<file path="config.mk">
export PLATFORM = sky130hd
export DESIGN_NAME = ocx_tlx_rsp_credit_fifo
export DESIGN_NICKNAME = d
export VERILOG_FILES = /design/src/rtl/ocx_tlx_rsp_credit_fifo.sv
export SDC_FILE = /design/constraint.sdc
export NUM_CORES = 2
export LEC_CHECK = 0
export ABC_AREA = 1
export BUFFER_PORTS_ARGS = -buffer_cell sky130_fd_sc_hd__buf_2
export CAP_MARGIN = 20
export CORE_MARGIN = 4
export CORE_UTILIZATION = 59
export CTS_BUF_LIST = sky130_fd_sc_hd__clkbuf_8
export CTS_CLUSTER_DIAMETER = 120
export DETAILED_ROUTE_END_ITERATION = 6
export PLACE_DENSITY = 0.77
export SKIP_LAST_GASP = 1
export SYNTH_ARGS = -nofsm -noshare
export SYNTH_HDL_FRONTEND = slang
export SYNTH_SLANG_ARGS = --single-unit
</file>
<file path="constraint.sdc">
create_clock -name clock -period 5.9 [get_ports clock]
set_input_delay 0.59 -clock clock [delete_from_list [all_inputs] [get_ports clock]]
set_output_delay 0.59 -clock clock [all_outputs]
set_load 0.005 [all_outputs]
</file>
<file path="src/rtl/ocx_tlx_rsp_credit_fifo.sv">
// First-word-fall-through response FIFO with per-entry credit return,
// almost-full threshold, sticky error flags, synchronous flush and peak monitor.
module ocx_tlx_rsp_credit_fifo #(
  parameter int DATA_WIDTH   = 59,
  parameter int ADDR_WIDTH   = 5,
  parameter int AFULL_THRESH = 28
) (
  input  logic                  clock,
  input  logic                  reset,
  input  logic [DATA_WIDTH-1:0] wr_data,
  input  logic                  wr_valid,
  output logic [DATA_WIDTH-1:0] rd_data,
  output logic                  rd_valid,
  input  logic                  rd_ready,
  input  logic                  flush,
  input  logic                  err_clear,
  output logic                  credit_return,
  output logic [ADDR_WIDTH:0]   entry_count,
  output logic                  almost_full,
  output logic [ADDR_WIDTH:0]   peak_count,
  output logic                  overflow_err,
  output logic                  underflow_err
);
  localparam int DEPTH = 1 << ADDR_WIDTH;
  localparam int CW    = ADDR_WIDTH + 1;
  localparam int PW    = ADDR_WIDTH + 2;
  localparam logic [CW-1:0] C_DEPTH = CW'(DEPTH);
  localparam logic [CW-1:0] C_AFULL = CW'(AFULL_THRESH);

  logic [DATA_WIDTH-1:0] r_mem [DEPTH];
  logic [ADDR_WIDTH-1:0] r_wr_ptr, r_rd_ptr;
  logic [CW-1:0]         r_count, r_peak;
  logic [PW-1:0]         r_pend;
  logic                  r_credit, r_ovf, r_unf;

  logic          w_pop, w_push, w_pop_credit, w_ovf_evt, w_unf_evt;
  logic [CW-1:0] w_count_next, w_peak_base, w_peak_next;
  logic [PW-1:0] w_flush_amt, w_pend_next;

  assign w_pop     = rd_valid & rd_ready;
  assign w_push    = wr_valid & ((r_count != C_DEPTH) | w_pop);
  assign w_ovf_evt = wr_valid & (r_count == C_DEPTH) & ~w_pop;
  assign w_unf_evt = rd_ready & (r_count == '0);

  always_comb begin
    w_count_next = r_count;
    if (flush)
      w_count_next = '0;
    else if (w_push & ~w_pop)
      w_count_next = r_count + 1'b1;
    else if (w_pop & ~w_push)
      w_count_next = r_count - 1'b1;
  end

  // Flushed entries and later pops share one pending-credit counter, drained one per cycle.
  assign w_pop_credit = w_pop & ~flush;
  assign w_flush_amt  = flush ? {1'b0, r_count} : '0;
  assign w_pend_next  = r_pend + {{(PW-1){1'b0}}, w_pop_credit} + w_flush_amt
                      - {{(PW-1){1'b0}}, r_credit};

  assign w_peak_base = err_clear ? r_count : r_peak;
  assign w_peak_next = (w_count_next > w_peak_base) ? w_count_next : w_peak_base;

  always_ff @(posedge clock) begin
    if (reset) begin
      r_wr_ptr <= '0;
      r_rd_ptr <= '0;
      r_count  <= '0;
      r_pend   <= '0;
      r_credit <= 1'b0;
      r_peak   <= '0;
      r_ovf    <= 1'b0;
      r_unf    <= 1'b0;
    end else begin
      if (flush) begin
        r_rd_ptr <= r_wr_ptr;
      end else begin
        if (w_push) r_wr_ptr <= r_wr_ptr + 1'b1;
        if (w_pop)  r_rd_ptr <= r_rd_ptr + 1'b1;
      end
      r_count  <= w_count_next;
      r_pend   <= w_pend_next;
      r_credit <= (w_pend_next != '0);
      r_peak   <= w_peak_next;
      r_ovf    <= w_ovf_evt | (r_ovf & ~err_clear);
      r_unf    <= w_unf_evt | (r_unf & ~err_clear);
    end
  end

  // Storage is intentionally not reset.
  always_ff @(posedge clock) begin
    if (w_push & ~flush & ~reset) r_mem[r_wr_ptr] <= wr_data;
  end

  assign rd_data       = r_mem[r_rd_ptr];
  assign rd_valid      = (r_count != '0);
  assign almost_full   = (r_count >= C_AFULL);
  assign entry_count   = r_count;
  assign peak_count    = r_peak;
  assign credit_return = r_credit;
  assign overflow_err  = r_ovf;
  assign underflow_err = r_unf;
endmodule

</file>
# Yosys cells after proc, flatten, opt, wreduce, memory -nomap -nowiden
# Memories as Yosys holds them, arrays and structs flattened. A register that Yosys moved wholly into a read port is not among the register bits.
# Cells that the tools add are included.
[op_classes] addsub=7 n_reduce_logical=5 muxes=12 bitwise_logic=20 n_eq_ne=2 magnitude_cmp=2
[ops] op="6-bit two-way mux" n=6
[ops] op="5-bit two-way mux" n=4
[ops] op="1-bit AND" n=12
[ops] op="5-bit by 1-bit adder with 5-bit output (second input constant)" n=2
[ops] op="7-bit by 1-bit adder with 7-bit output" n=1
[ops] op="7-bit by 6-bit adder with 7-bit output" n=1
[ops] op="7-bit nonzero test" n=1
[ops] op="7-bit by 1-bit subtractor with 7-bit output" n=1
[ops] op="6-bit by 1-bit adder with 6-bit output (second input constant)" n=1
[ops] op="6-bit equality test (second input constant)" n=1
[ops] op="6-bit by 5-bit >= comparator with 1-bit output (second input constant)" n=1
[ops] op="6-bit > comparator" n=1
[ops] op="6-bit logical NOT" n=1
[ops] op="6-bit != test (second input constant)" n=1
[ops] op="6-bit nonzero test" n=1
[ops] op="6-bit by 1-bit subtractor with 6-bit output (second input constant)" n=1
[ops] op="1-bit inverter" n=5
[ops] op="1-bit OR" n=3
[ops] op="1-bit two-way mux" n=2
[ops] op="2-bit AND reduction" n=1
[ops] op="2-bit nonzero test" n=1
[totals] ram_bits=1888 mem_count=1 wordCells=57 out_inout_bits=76 register_bits=32
[memory_table] name="r_mem" depth=32 word_bits=59 read_ports=1 rd_clocked_by_memory_dff=1 wr=1 line="30" rtl="logic [DATA_WIDTH-1:0] r_mem [DEPTH];"

# Longest topological paths before layout
[depth] depth_word=11 mapped_depth=19

# Worst setup path before layout
# No wires, ideal clock.
[synth_path] path_kind="flip-flop to flip-flop" startpoint="reg r_count[0] (netlist: entry_count[0])" endpoint="mem r_mem[31][0], enable pin" setup_time_ns=0.548 arrival_time_ns=5.390 stages_incl_launch_ff=10 setup_slack_ns=-0.038 period_less_slack_ns=5.938 n_path_buf=0 required_time_ns=5.352 path_cell_list="dfxtp_1 inv_1 ha_1 nand2_1 nor2_1 nor2_2 nand2_2 inv_2 nand2_1 nor3_1"
[synth_via] elab_chain_len=8 elab_cells_between_ends=9 classes_between="1 x eq/ne; 2 x mux; 5 x bitwise; 1 x reduce/logical"
[synth_rtl] item="start, declared" line="32" rtl="logic [CW-1:0] r_count, r_peak;"
[synth_rtl] item="start signal, assigned" line="81" rtl="r_count <= w_count_next;"
[synth_rtl] item="6-bit nonzero test" line="96" rtl="assign rd_valid = (r_count != '0);"
[synth_rtl] item="1-bit AND" line="40" rtl="assign w_pop = rd_valid & rd_ready;"
[synth_rtl] item="1-bit OR *" line="41" rtl="assign w_push = wr_valid & ((r_count != C_DEPTH) | w_pop);"
[synth_rtl] item="1-bit AND *" line="41"
[synth_rtl] item="1-bit AND * (2 in a row)" line="92" rtl="if (w_push & ~flush & ~reset) r_mem[r_wr_ptr] <= wr_data;"
[synth_rtl] item="1-bit two-way mux *" line="92"
[synth_rtl] item="1-bit two-way mux (not written as such) *" line="92"
[synth_rtl] item="end, declared" line="30"
# Every way passes the cells marked *; elsewhere a longest branch is shown, timed or not.

==> reports/results.md <==
| Quantity | Value |
| --- | --- |
| Clock skew | 0.06695 ns |
| DPL Wire Length | 93,620 um |
| Total of flip-flops plus latches after synthesis | 1,925 |
| FMAX | 193.1 MHz |
| Number of hold violations in the final report | 0 |
| Met3 usage in global routing | 0.05674 |
| Combined area of all synthesized cells | 77,950 um^2 |
| TNS Setup | 0 ns |
| Async SR Flop Fraction | 0 |
| Final Cycle Share | 0.8777 |
| Layout cell share with drive strength beyond 1 | 0.09282 |
| Dominant cell by count in the synthesized netlist | nand2_1 |
| Mean number of vias per cell | 5.992 |
| Port bufs | 140 |
| Clock slew at the register clock pins of the worst setup and hold paths | 0.06 ns |
| Post-synth top flop | edfxtp_1 |
| Leakage power summed over all cells | 30.70 nW |
| Flip-flop and latch area | 57,450 um^2 |
| Relative slew margins | 0.1944 |
| Overall power of the completed layout | 27.43 mW |
| Number of setup violations in the final report | 0 |
| Final critical path time including I/O delays and setup | 5.178 ns |
| Core Rows | 133 |
| Later-pin clock latency in the skew report | 1.00 ns |
| Status | completed |
| Critical-path maximum fanout | 79 |
| Yosys synthesis warning count | 0 |
| Root buffer selected by CTS | clkbuf_8 |
| Die W | 371.5 um |
| Vias in the first global route | 50,570 |
| Final weighted congestion in routability-driven placement | 0.8028 |
| Die H | 371.5 um |
| Ratio of total power to cell area | 320.6 nW/um^2 |
| Count of unique library cells instantiated by Yosys | 30 |
| Count of flip-flops with a built-in enable after synthesis | 1,888 |
| Post-detailed-route wirelength per cell | 22.11 um |
| Detailed-route wire length | 190,500 um |
| # Max-Cap Violations | 0 |
| Area growth from synthesis to final layout | 9.775% |
| Required time of the worst setup path | 5.31 ns |
| Number of DRC markers in iteration 0 | 6,913 |
| Final-layout fill cell count | 9,191 |
| Data arrival time of the critical path | 4.59 ns |
| Initial Utilization | 0.5937 |
| Die area | 138,000 um^2 |
| First-pass GRT wire length | 290,400 um |
| Number of H-tree levels | 5 |
| Nets | 6,750 |
| Multi-input combinational cell area | 18,360 um^2 |
| Core utilization of the finished layout | 0.6517 |
| Number of nets with antenna violations after routing | 0 |
| TritonCTS Buffers | 314 |
| Register area share after synthesis | 0.7368 |
| Post-synth top cells | 2,164 x nand2_1, 1,888 x edfxtp_1, 1,208 x nand3_1 |
| Worst setup path class | flop to output pin |
| Remaining global-route overflow | 0 |
| Antenna violations before repair | 7 |
| Number of detailed-route iterations in the first pass | 6 |
| Final hold slack | 0.08496 ns |
| Number of cells produced by synthesis | 6,524 |
| Max clock buf depth | 4 |
| Total routing resource utilization after global routing | 0.2743 |
| Remaining routing DRC violations | 0 |
| Type of the tightest min-delay check | primary input to flop |
| TritonCTS clock tree | yes |
| Cell taking the most area after synthesis | edfxtp_1 |
| Element type at the critical path end | output pin |
| Top cells by area in the synthesized netlist | edfxtp_1 73%, nand2_1 10%, nand3_1 7.8% |
| Boundary pin count | 141 |
| Setup repair after global routing missed its margin | no |
| Busiest metal layer after global routing | met2 |
| Global Route met2 Usage | 0.4414 |
| Maximum resistive drop on vdd | 0.0002672 V |
| Met1 layer usage reported by global route | 0.3736 |
| Actual transition at the worst max-transition pin | 1.208 ns |
| Pin count of the biggest net entering global routing | 241 |
| Final max-slew violation count | 0 |
| Share of the synthesized area in the top cell type | 0.7273 |
| Floorplan Core Area | 131,300 um^2 |
| Vias after detailed routing | 51,610 |
| Crit path launch type | flop |
| Number of clock sinks seen by CTS | 1,925 |
| Syn avg cell area | 11.95 um^2 |
| Post-Syn Nets | 6,616 |
| Total of cells resized after clock tree synthesis | 0 |
[cell usage in the layout, fill, tap and decap left out, drive strengths merged, types with 2 or more instances in the layout]
cell type    count
nand2         2170
edfxtp        1888
nand3         1211
clkbuf         318
a21oi          313
nor2           239
buf            220
inv            162
clkinv          80
o21ai           71
o31ai           59
dfxtp           37
ha              25
dlygate4sd3     12
nand4            8
xor2             8
bufinv           7
xnor2            6
a31oi            6
diode            5
clkinvlp         5
or2              3
fa               2
[cell families after synthesis]
family                   Yosys count  synth area share
flip-flops                      1925            0.7368
buffers and inverters            476           0.03082
XOR/XNOR                          14          0.001573
AND/OR/NAND/NOR                 3632            0.1954
adder cells (fa/ha/maj)           27          0.004526
AO/OA/AOI/OAI                    450           0.03091
[path summary, 6_finish.rpt]
path / start / to / slack, ns / cells after the start
max: flop / rd_data[29] / 0.72 / 9
min: wr_data[42] / r_mem[3][42]$_DFFE_PP_ / 0.08 / 1
max reg2reg: entry_count[0]$_SDFF_PP0_ / r_mem[12][48]$_DFFE_PP_ / 2.06 / 12
min reg2reg: r_rd_ptr[4]$_SDFFE_PP0N_ / flop / 0.53 / 2
[worst max-delay path, cell delays in order (launching register included)]
cell and delay [ns]:
dfxtp_4 0.94, buf_4 0.54, buf_4 0.73, nand2_1 0.13, nand3_1 0.12, nand3_1 0.08, a21oi_1 0.44, nor2_1 0.18
a21oi_1 0.23, buf_2 0.16
[sequential cells by signal, summed over array words and instances, names as in the netlist, named ones only]
register	flops
entry_count	6
underflow_err	1
overflow_err	1
r_pend	7
credit_return	1
peak_count	6
r_wr_ptr	5
r_mem	1888
r_rd_ptr	5
[what timing repair did]
action / in CTS / in global routing
hold endpoints to repair: 80 / 0
buffers inserted: 0 / 0
hold buffers: 12 / 0
[routing by layer]
metal  routed length [um]  up-vias
met3                19260      465
li1                     -    23280
met4                 6377        2
met1                73860    24980
met2                90940     2878
met5                   10        -
[final cells by class]
type,instances,area share
timing repair buffer,232,0.02258
inverter,62,0.003114
clock inverter,192,0.01140
multi-input combinational,4123,0.2145
antenna,5,0.0001462
sequential,1925,0.6714
clock buffer,318,0.05115
tap,1755,0.02566
[power by group]
part           leakage, nW  internal, mW  switching, mW
sequential            17.3          15.1         0.0551
combinational         10.3         0.627           1.43
clock                 3.10          5.27           4.97
total                 30.7          21.0           6.46
[stage by stage]
step,instances,cell area [um^2],worst slack [ns]
global placement,8080,79960,1.818
floorplan,6524,77960,1.361
global route,8609,85560,0.4169
CTS,8604,85480,0.7223
detailed placement,8082,80000,1.828
finish,8612,85570,0.7218
Note: power is estimated with default switching activity, not from simulation.
